## src/rtl/fb_rect_fill_if.sv

```systemverilog
// Command and pixel-write bundle for the rectangle fill engine.
// The engine takes the slave side; the command source/framebuffer side takes master.
interface fb_rect_fill_if #(
    parameter int FB_X = 1280,
    parameter int FB_Y = 720
);
    localparam int X_BITS       = $clog2(FB_X);
    localparam int Y_BITS       = $clog2(FB_Y);
    localparam int FB_ADDR_BITS = $clog2(FB_X * FB_Y);

    logic                    cmd_valid_i;
    logic                    cmd_ready_o;
    logic [X_BITS:0]         cmd_x_i;
    logic [Y_BITS:0]         cmd_y_i;
    logic [X_BITS:0]         cmd_w_i;
    logic [Y_BITS:0]         cmd_h_i;
    logic [23:0]             cmd_color_i;
    logic [FB_ADDR_BITS-1:0] pxl_addr_o;
    logic [23:0]             pxl_data_o;
    logic                    pxl_en_o;
    logic                    busy_o;
    logic                    done_o;

    modport slave (
        input  cmd_valid_i, cmd_x_i, cmd_y_i, cmd_w_i, cmd_h_i, cmd_color_i,
        output cmd_ready_o, pxl_addr_o, pxl_data_o, pxl_en_o, busy_o, done_o
    );

    modport master (
        output cmd_valid_i, cmd_x_i, cmd_y_i, cmd_w_i, cmd_h_i, cmd_color_i,
        input  cmd_ready_o, pxl_addr_o, pxl_data_o, pxl_en_o, busy_o, done_o
    );
endinterface

```

## src/rtl/fb_rect_fill.sv

```systemverilog
// Rectangle fill engine: clips a command to the framebuffer and streams one
// linear-address pixel write per cycle, row-major, with no multiply in the loop.
module fb_rect_fill #(
    parameter int FB_X = 1280,
    parameter int FB_Y = 720
) (
    input  logic          clk_i,
    input  logic          rst_n_i,
    fb_rect_fill_if.slave bus
);
    localparam int X_BITS       = $clog2(FB_X);
    localparam int Y_BITS       = $clog2(FB_Y);
    localparam int FB_ADDR_BITS = $clog2(FB_X * FB_Y);
    localparam int XW           = X_BITS + 1;
    localparam int YW           = Y_BITS + 1;
    localparam int AW           = FB_ADDR_BITS;

    typedef enum logic [1:0] {IDLE, CLIP, FILL, DONE} state_t;
    state_t state, state_nxt;

    logic [XW-1:0] x_r, w_r, w_eff, col, w_rem, w_clip;
    logic [YW-1:0] y_r, h_r, h_eff, row, h_rem, h_clip;
    logic [AW-1:0] start_addr, row_step;
    logic          drop, col_end, last;

    assign bus.cmd_ready_o = (state == IDLE);

    always_comb begin
        // Remaining span is only meaningful when the origin is on-screen.
        w_rem      = XW'(FB_X) - x_r;
        h_rem      = YW'(FB_Y) - y_r;
        w_clip     = (w_r < w_rem) ? w_r : w_rem;
        h_clip     = (h_r < h_rem) ? h_r : h_rem;
        drop       = (x_r >= XW'(FB_X)) || (y_r >= YW'(FB_Y)) ||
                     (w_r == '0) || (h_r == '0);
        start_addr = AW'(y_r) * AW'(FB_X) + AW'(x_r);
        row_step   = AW'(FB_X) - AW'(w_eff) + AW'(1);
        col_end    = (col == w_eff - XW'(1));
        last       = col_end && (row == h_eff - YW'(1));

        state_nxt = state;
        case (state)
            IDLE:    if (bus.cmd_valid_i) state_nxt = CLIP;
            CLIP:    state_nxt = drop ? DONE : FILL;
            FILL:    if (last) state_nxt = DONE;
            DONE:    state_nxt = IDLE;
            default: state_nxt = IDLE;
        endcase
    end

    always_ff @(posedge clk_i or negedge rst_n_i) begin
        if (!rst_n_i) state <= IDLE;
        else          state <= state_nxt;
    end

    always_ff @(posedge clk_i or negedge rst_n_i) begin
        if (!rst_n_i) begin
            x_r            <= '0;
            y_r            <= '0;
            w_r            <= '0;
            h_r            <= '0;
            w_eff          <= '0;
            h_eff          <= '0;
            col            <= '0;
            row            <= '0;
            bus.pxl_addr_o <= '0;
            bus.pxl_data_o <= '0;
            bus.pxl_en_o   <= 1'b0;
            bus.busy_o     <= 1'b0;
            bus.done_o     <= 1'b0;
        end else begin
            bus.busy_o <= (state_nxt != IDLE);
            bus.done_o <= 1'b0;
            case (state)
                IDLE: if (bus.cmd_valid_i) begin
                    x_r            <= bus.cmd_x_i;
                    y_r            <= bus.cmd_y_i;
                    w_r            <= bus.cmd_w_i;
                    h_r            <= bus.cmd_h_i;
                    bus.pxl_data_o <= bus.cmd_color_i;
                end
                CLIP: begin
                    w_eff <= w_clip;
                    h_eff <= h_clip;
                    col   <= '0;
                    row   <= '0;
                    if (drop) begin
                        bus.done_o <= 1'b1;
                    end else begin
                        bus.pxl_addr_o <= start_addr;
                        bus.pxl_en_o   <= 1'b1;
                    end
                end
                FILL: begin
                    if (last) begin
                        bus.pxl_en_o <= 1'b0;
                        bus.done_o   <= 1'b1;
                    end else if (col_end) begin
                        col            <= '0;
                        row            <= row + YW'(1);
                        bus.pxl_addr_o <= bus.pxl_addr_o + row_step;
                    end else begin
                        col            <= col + XW'(1);
                        bus.pxl_addr_o <= bus.pxl_addr_o + AW'(1);
                    end
                end
                default: ;
            endcase
        end
    end
endmodule

```

## src/flat_wrapper.sv

```systemverilog
// flat-port wrapper written by rule: the top's interface ports become plain ports
module fb_rect_fill_flat 
#(
    parameter int FB_X = 1280,
    parameter int FB_Y = 720
)
  (clk_i, rst_n_i, bus_cmd_valid_i, bus_cmd_x_i, bus_cmd_y_i, bus_cmd_w_i, bus_cmd_h_i, bus_cmd_color_i, bus_cmd_ready_o, bus_pxl_addr_o, bus_pxl_data_o, bus_pxl_en_o, bus_busy_o, bus_done_o);
  fb_rect_fill_if #(.FB_X(FB_X), .FB_Y(FB_Y)) bus_i ();
  input  logic clk_i;
  input  logic rst_n_i;
  input wire logic [$bits(bus_i.cmd_valid_i)-1:0] bus_cmd_valid_i;
  input wire logic [$bits(bus_i.cmd_x_i)-1:0] bus_cmd_x_i;
  input wire logic [$bits(bus_i.cmd_y_i)-1:0] bus_cmd_y_i;
  input wire logic [$bits(bus_i.cmd_w_i)-1:0] bus_cmd_w_i;
  input wire logic [$bits(bus_i.cmd_h_i)-1:0] bus_cmd_h_i;
  input wire logic [$bits(bus_i.cmd_color_i)-1:0] bus_cmd_color_i;
  output wire logic [$bits(bus_i.cmd_ready_o)-1:0] bus_cmd_ready_o;
  output wire logic [$bits(bus_i.pxl_addr_o)-1:0] bus_pxl_addr_o;
  output wire logic [$bits(bus_i.pxl_data_o)-1:0] bus_pxl_data_o;
  output wire logic [$bits(bus_i.pxl_en_o)-1:0] bus_pxl_en_o;
  output wire logic [$bits(bus_i.busy_o)-1:0] bus_busy_o;
  output wire logic [$bits(bus_i.done_o)-1:0] bus_done_o;
  assign bus_i.cmd_valid_i = bus_cmd_valid_i;
  assign bus_i.cmd_x_i = bus_cmd_x_i;
  assign bus_i.cmd_y_i = bus_cmd_y_i;
  assign bus_i.cmd_w_i = bus_cmd_w_i;
  assign bus_i.cmd_h_i = bus_cmd_h_i;
  assign bus_i.cmd_color_i = bus_cmd_color_i;
  assign bus_cmd_ready_o = bus_i.cmd_ready_o;
  assign bus_pxl_addr_o = bus_i.pxl_addr_o;
  assign bus_pxl_data_o = bus_i.pxl_data_o;
  assign bus_pxl_en_o = bus_i.pxl_en_o;
  assign bus_busy_o = bus_i.busy_o;
  assign bus_done_o = bus_i.done_o;
  fb_rect_fill #(.FB_X(FB_X), .FB_Y(FB_Y)) u_core (.clk_i(clk_i), .rst_n_i(rst_n_i), .bus(bus_i));
endmodule
```

## config.mk

```make
export PLATFORM = sky130hd
export DESIGN_NAME = fb_rect_fill_flat
export DESIGN_NICKNAME = d
export VERILOG_FILES = /design/src/rtl/fb_rect_fill_if.sv /design/src/rtl/fb_rect_fill.sv /design/src/flat_wrapper.sv
export SDC_FILE = /design/constraint.sdc
export NUM_CORES = 1
export LEC_CHECK = 0
export ABC_CLOCK_PERIOD_IN_PS = 3600
export CAP_MARGIN = 20
export CORE_UTILIZATION = 39
export CTS_CLUSTER_DIAMETER = 120
export CTS_CLUSTER_SIZE = 16
export DETAILED_ROUTE_END_ITERATION = 16
export GPL_TIMING_DRIVEN = 1
export PLACE_DENSITY_LB_ADDON = 0.25
export SLEW_MARGIN = 25
export SYNTH_ARGS = -nofsm -noshare
export SYNTH_HDL_FRONTEND = slang
export SYNTH_SLANG_ARGS = --single-unit
```

## constraint.sdc

```tcl
create_clock -name clk_i -period 3.6 [get_ports clk_i]
set_clock_uncertainty 0.05 [all_clocks]
set_input_delay 0.36 -clock clk_i [delete_from_list [all_inputs] [get_ports clk_i]]
set_output_delay 0.36 -clock clk_i [all_outputs]
set_load 0.005 [all_outputs]
```

==> results.cfg <==
[drt]
ant_nets = 0
remaining_drc_errors = 0
top_layer_used = met4
routed_wl_microns = 28400
drt_iter0_drc = 582
first_pass_iters = 5
route.met2.wl_microns = 13100
wl_met3_microns = 1480
num_vias = 9040
post_drt_via_cell_ratio = 5.57
drt-met1-wl_microns = 13200
wl_per_cell_microns = 17.5

[synthesis]
ys_ff_latch = 141
yosysSeqAreaShare_pct = 34.5
syn-mean-instance-area_sq_um = 9.17
synth_edf_count = 0
netlist_area_sq_um = 10200
syn_inst = 1115
synthFlopType = dfrtp_1
synth_warnings = 0
yosysUniqueCellTypes = 68
syn_nets = 1264
async_reset_ff_share_pct = 100

[place]
gp_congestion = 0.935
place_area_sq_um = 12200
dp_cells = 1583
pre_cts_ws_ns = 0.0124
io_buffers = 120
dp_hpwl_microns = 21500

[die]
die_y_microns = 164
coreArea_sq_um = 25500
fp.dieArea_sq_um = 26900
die_w_microns = 164
rows = 58
io_pins = 121
initial_core_util_pct = 40.1

[layout]
num_antenna_cells = 0
syn_to_final_growth_pct = 26.9
stdcell_area_sq_um = 13000
drive_above_1_share_pct = 16.6
nets = 1428
final_cells = 1622

[sta]
post-route-period-util_pct = 99.1
maxSlewHeadroom_pct = 55.3
worst_slack_ns = 0.0320
worst_slew_pin_slew_ns = 0.669
slew_viol_final = 0
hold_viol_final = 0
rsz0062_at_grt = true
finalSetupTns_ns = 0
finalSetupViolCount = 0
min_period_ns = 3.57
max_clock_freq_mhz = 280

[clock_network]
cts_tree = yes
insertion_delay_ns = 0.44
htreeDepth = 4
cts_buffer_depth = 2
clk_pin_slew_ns = 0.07
cts_root_buffer = clkbuf_16
cts.sinks = 141
cts_buffers = 17

[grt]
grt_overflow = 0
grt_use_total_pct = 21.9
antenna_found_initial = 0
grt_pass1_wl_microns = 45900
grt_pass1_vias = 8781
grt_start_max_net_pins = 73

[status]
status = completed

[critical_path]
critical_path_arrival_ns = 3.83
required_ns = 3.86
endpoint_kind = flop
ff2ff_setup_slack_ns = 0.03
cp-start-kind = flop
criticalPathCategory = flop to flop
ff2ff_path_depth = 13
crit_fanout = 4

[worst_hold_path]
hp-class = input pin to asynchronous set/reset pin

[flow_run]
drv_cap = 0
layer usage:
metal / vias up / global-route usage (%)
li1: 4386 / -
met1: 4341 / 29.9
met4: 0 / 7.07
met5: - / 0
met3: 43 / 3.94
met2: 270 / 34.8
cell usage after synthesis, drive strengths merged (8+ instances only):
master    n  area [sq um]
dfrtp   141          3530
a21oi    84           424
nor2     84           315
mux2     83           935
ha       73           913
o21ai    69           345
nand2    68           255
xnor2    57           499
inv      52           195
xor2     45           394
nand3    33           165
nor3     32           160
clkbuf   31           116
nand2b   24           150
nor4     20           146
a211oi   17           128
a21o     15           113
and3     14          87.6
buf      14          63.8
mux2i    13           130
nor2b    11          68.8
o211ai    9          67.6
a311oi    8          70.1
a31oi     8          50.1
nand3b    8          60.1
through the flow:
step	util, %	hold slack (ns)
after floorplan	-	0.0144
after global placement	47.8	0.356
after detailed placement	47.8	0.357
after CTS	50.4	0.457
after global routing	50.9	0.462
final	50.9	0.422
flip-flops by register name, indices dropped and copies added, names as in the netlist:
register               flops
u_core.bus.pxl_data_o     24
u_core.bus.pxl_addr_o     20
u_core.col                12
u_core.w_eff              12
u_core.w_r                12
u_core.x_r                12
u_core.h_eff              11
u_core.h_r                11
u_core.row                11
u_core.y_r                11
u_core.state               2
u_core.bus.busy_o          1
u_core.bus.done_o          1
u_core.bus.pxl_en_o        1
critical path, cell delays in order (launching register included):
cell and delay (ns):
dfrtp_1 0.38, or3_4 0.39, or3_4 0.34, xor2_1 0.15, ha_1 0.28, or3_4 0.40, a21oi_4 0.21, a311oi_4 0.08
buf_4 0.21, a211oi_1 0.31, a21oi_1 0.13, xnor2_1 0.17, a211oi_1 0.25, o2bb2ai_1 0.10
layout by cell type (no fill, tap or decap), types with 7 or more instances in the layout:
cell type | synthesis | layout
nand2_1 | 68 | 67
nor2b_1 | 11 | 11
ha_1 | 73 | 71
a21o_1 | 15 | 15
nor4_1 | 18 | 17
buf_4 | 1 | 65
mux2i_1 | 13 | 13
or4_1 | 7 | 7
a31oi_1 | 8 | 8
nor2_1 | 84 | 83
o22ai_1 | 7 | 7
xor2_1 | 45 | 45
nand3b_1 | 8 | 8
o21ai_0 | 68 | 63
nand2b_1 | 24 | 24
nor3_1 | 32 | 31
clkbuf_16 | 0 | 17
nand3_1 | 33 | 33
a21oi_1 | 83 | 77
o211ai_1 | 9 | 9
mux2_2 | 83 | 83
a211oi_1 | 17 | 17
clkdlybuf4s50_1 | 0 | 119
and3_1 | 14 | 14
inv_8 | 0 | 7
a311oi_1 | 8 | 7
xnor2_1 | 57 | 56
o21a_1 | 7 | 7
dfrtp_1 | 141 | 141
inv_1 | 52 | 52
final timing paths:
| check | from | to |
|---|---|---|
| max | u_core.w_eff[1] | u_core.bus.pxl_addr_o[17] |
| min | rst_n_i | u_core.bus.pxl_addr_o[9] |
| max reg2reg | u_core.w_eff[1] | u_core.bus.pxl_addr_o[17] |
| min reg2reg | u_core.bus.pxl_data_o[8] | u_core.bus.pxl_data_o[8] |
| max in group asynchronous | rst_n_i | u_core.col[0] |
| min in group clk_i | u_core.bus.pxl_data_o[8] | u_core.bus.pxl_data_o[8] |
cell families after synthesis:
family                   Yosys count  synth area share (%)
AND/OR/NAND/NOR                  337                  17.0
AO/OA/AOI/OAI                    265                  16.0
flip-flops                       141                  34.5
XOR/XNOR                         102                  8.74
buffers and inverters             97                  3.67
multiplexers                      96                  10.4
adder cells (fa/ha/maj)           77                  9.62
repair_timing:
item                                    4_1_cts  5_1_grt
gates resized for setup                       2       24
endpoints found under the hold margin        69        0
hold buffers                                  1        0
pin swaps                                     3        9
buffers inserted                              5        1
endpoints found under the setup margin        2       28
final cells by class:
type	count	area, sq um
multi-input cells	877	6450
inverters	52	195
repair buffers	190	1770
clock inverters	14	166
clock buffers	18	439
fillers	2371	12500
well taps	330	413
flip-flops and latches	141	3530
Power is not shown: default switching activity piles up to over one toggle a cycle in this logic, so the estimate is an artifact.
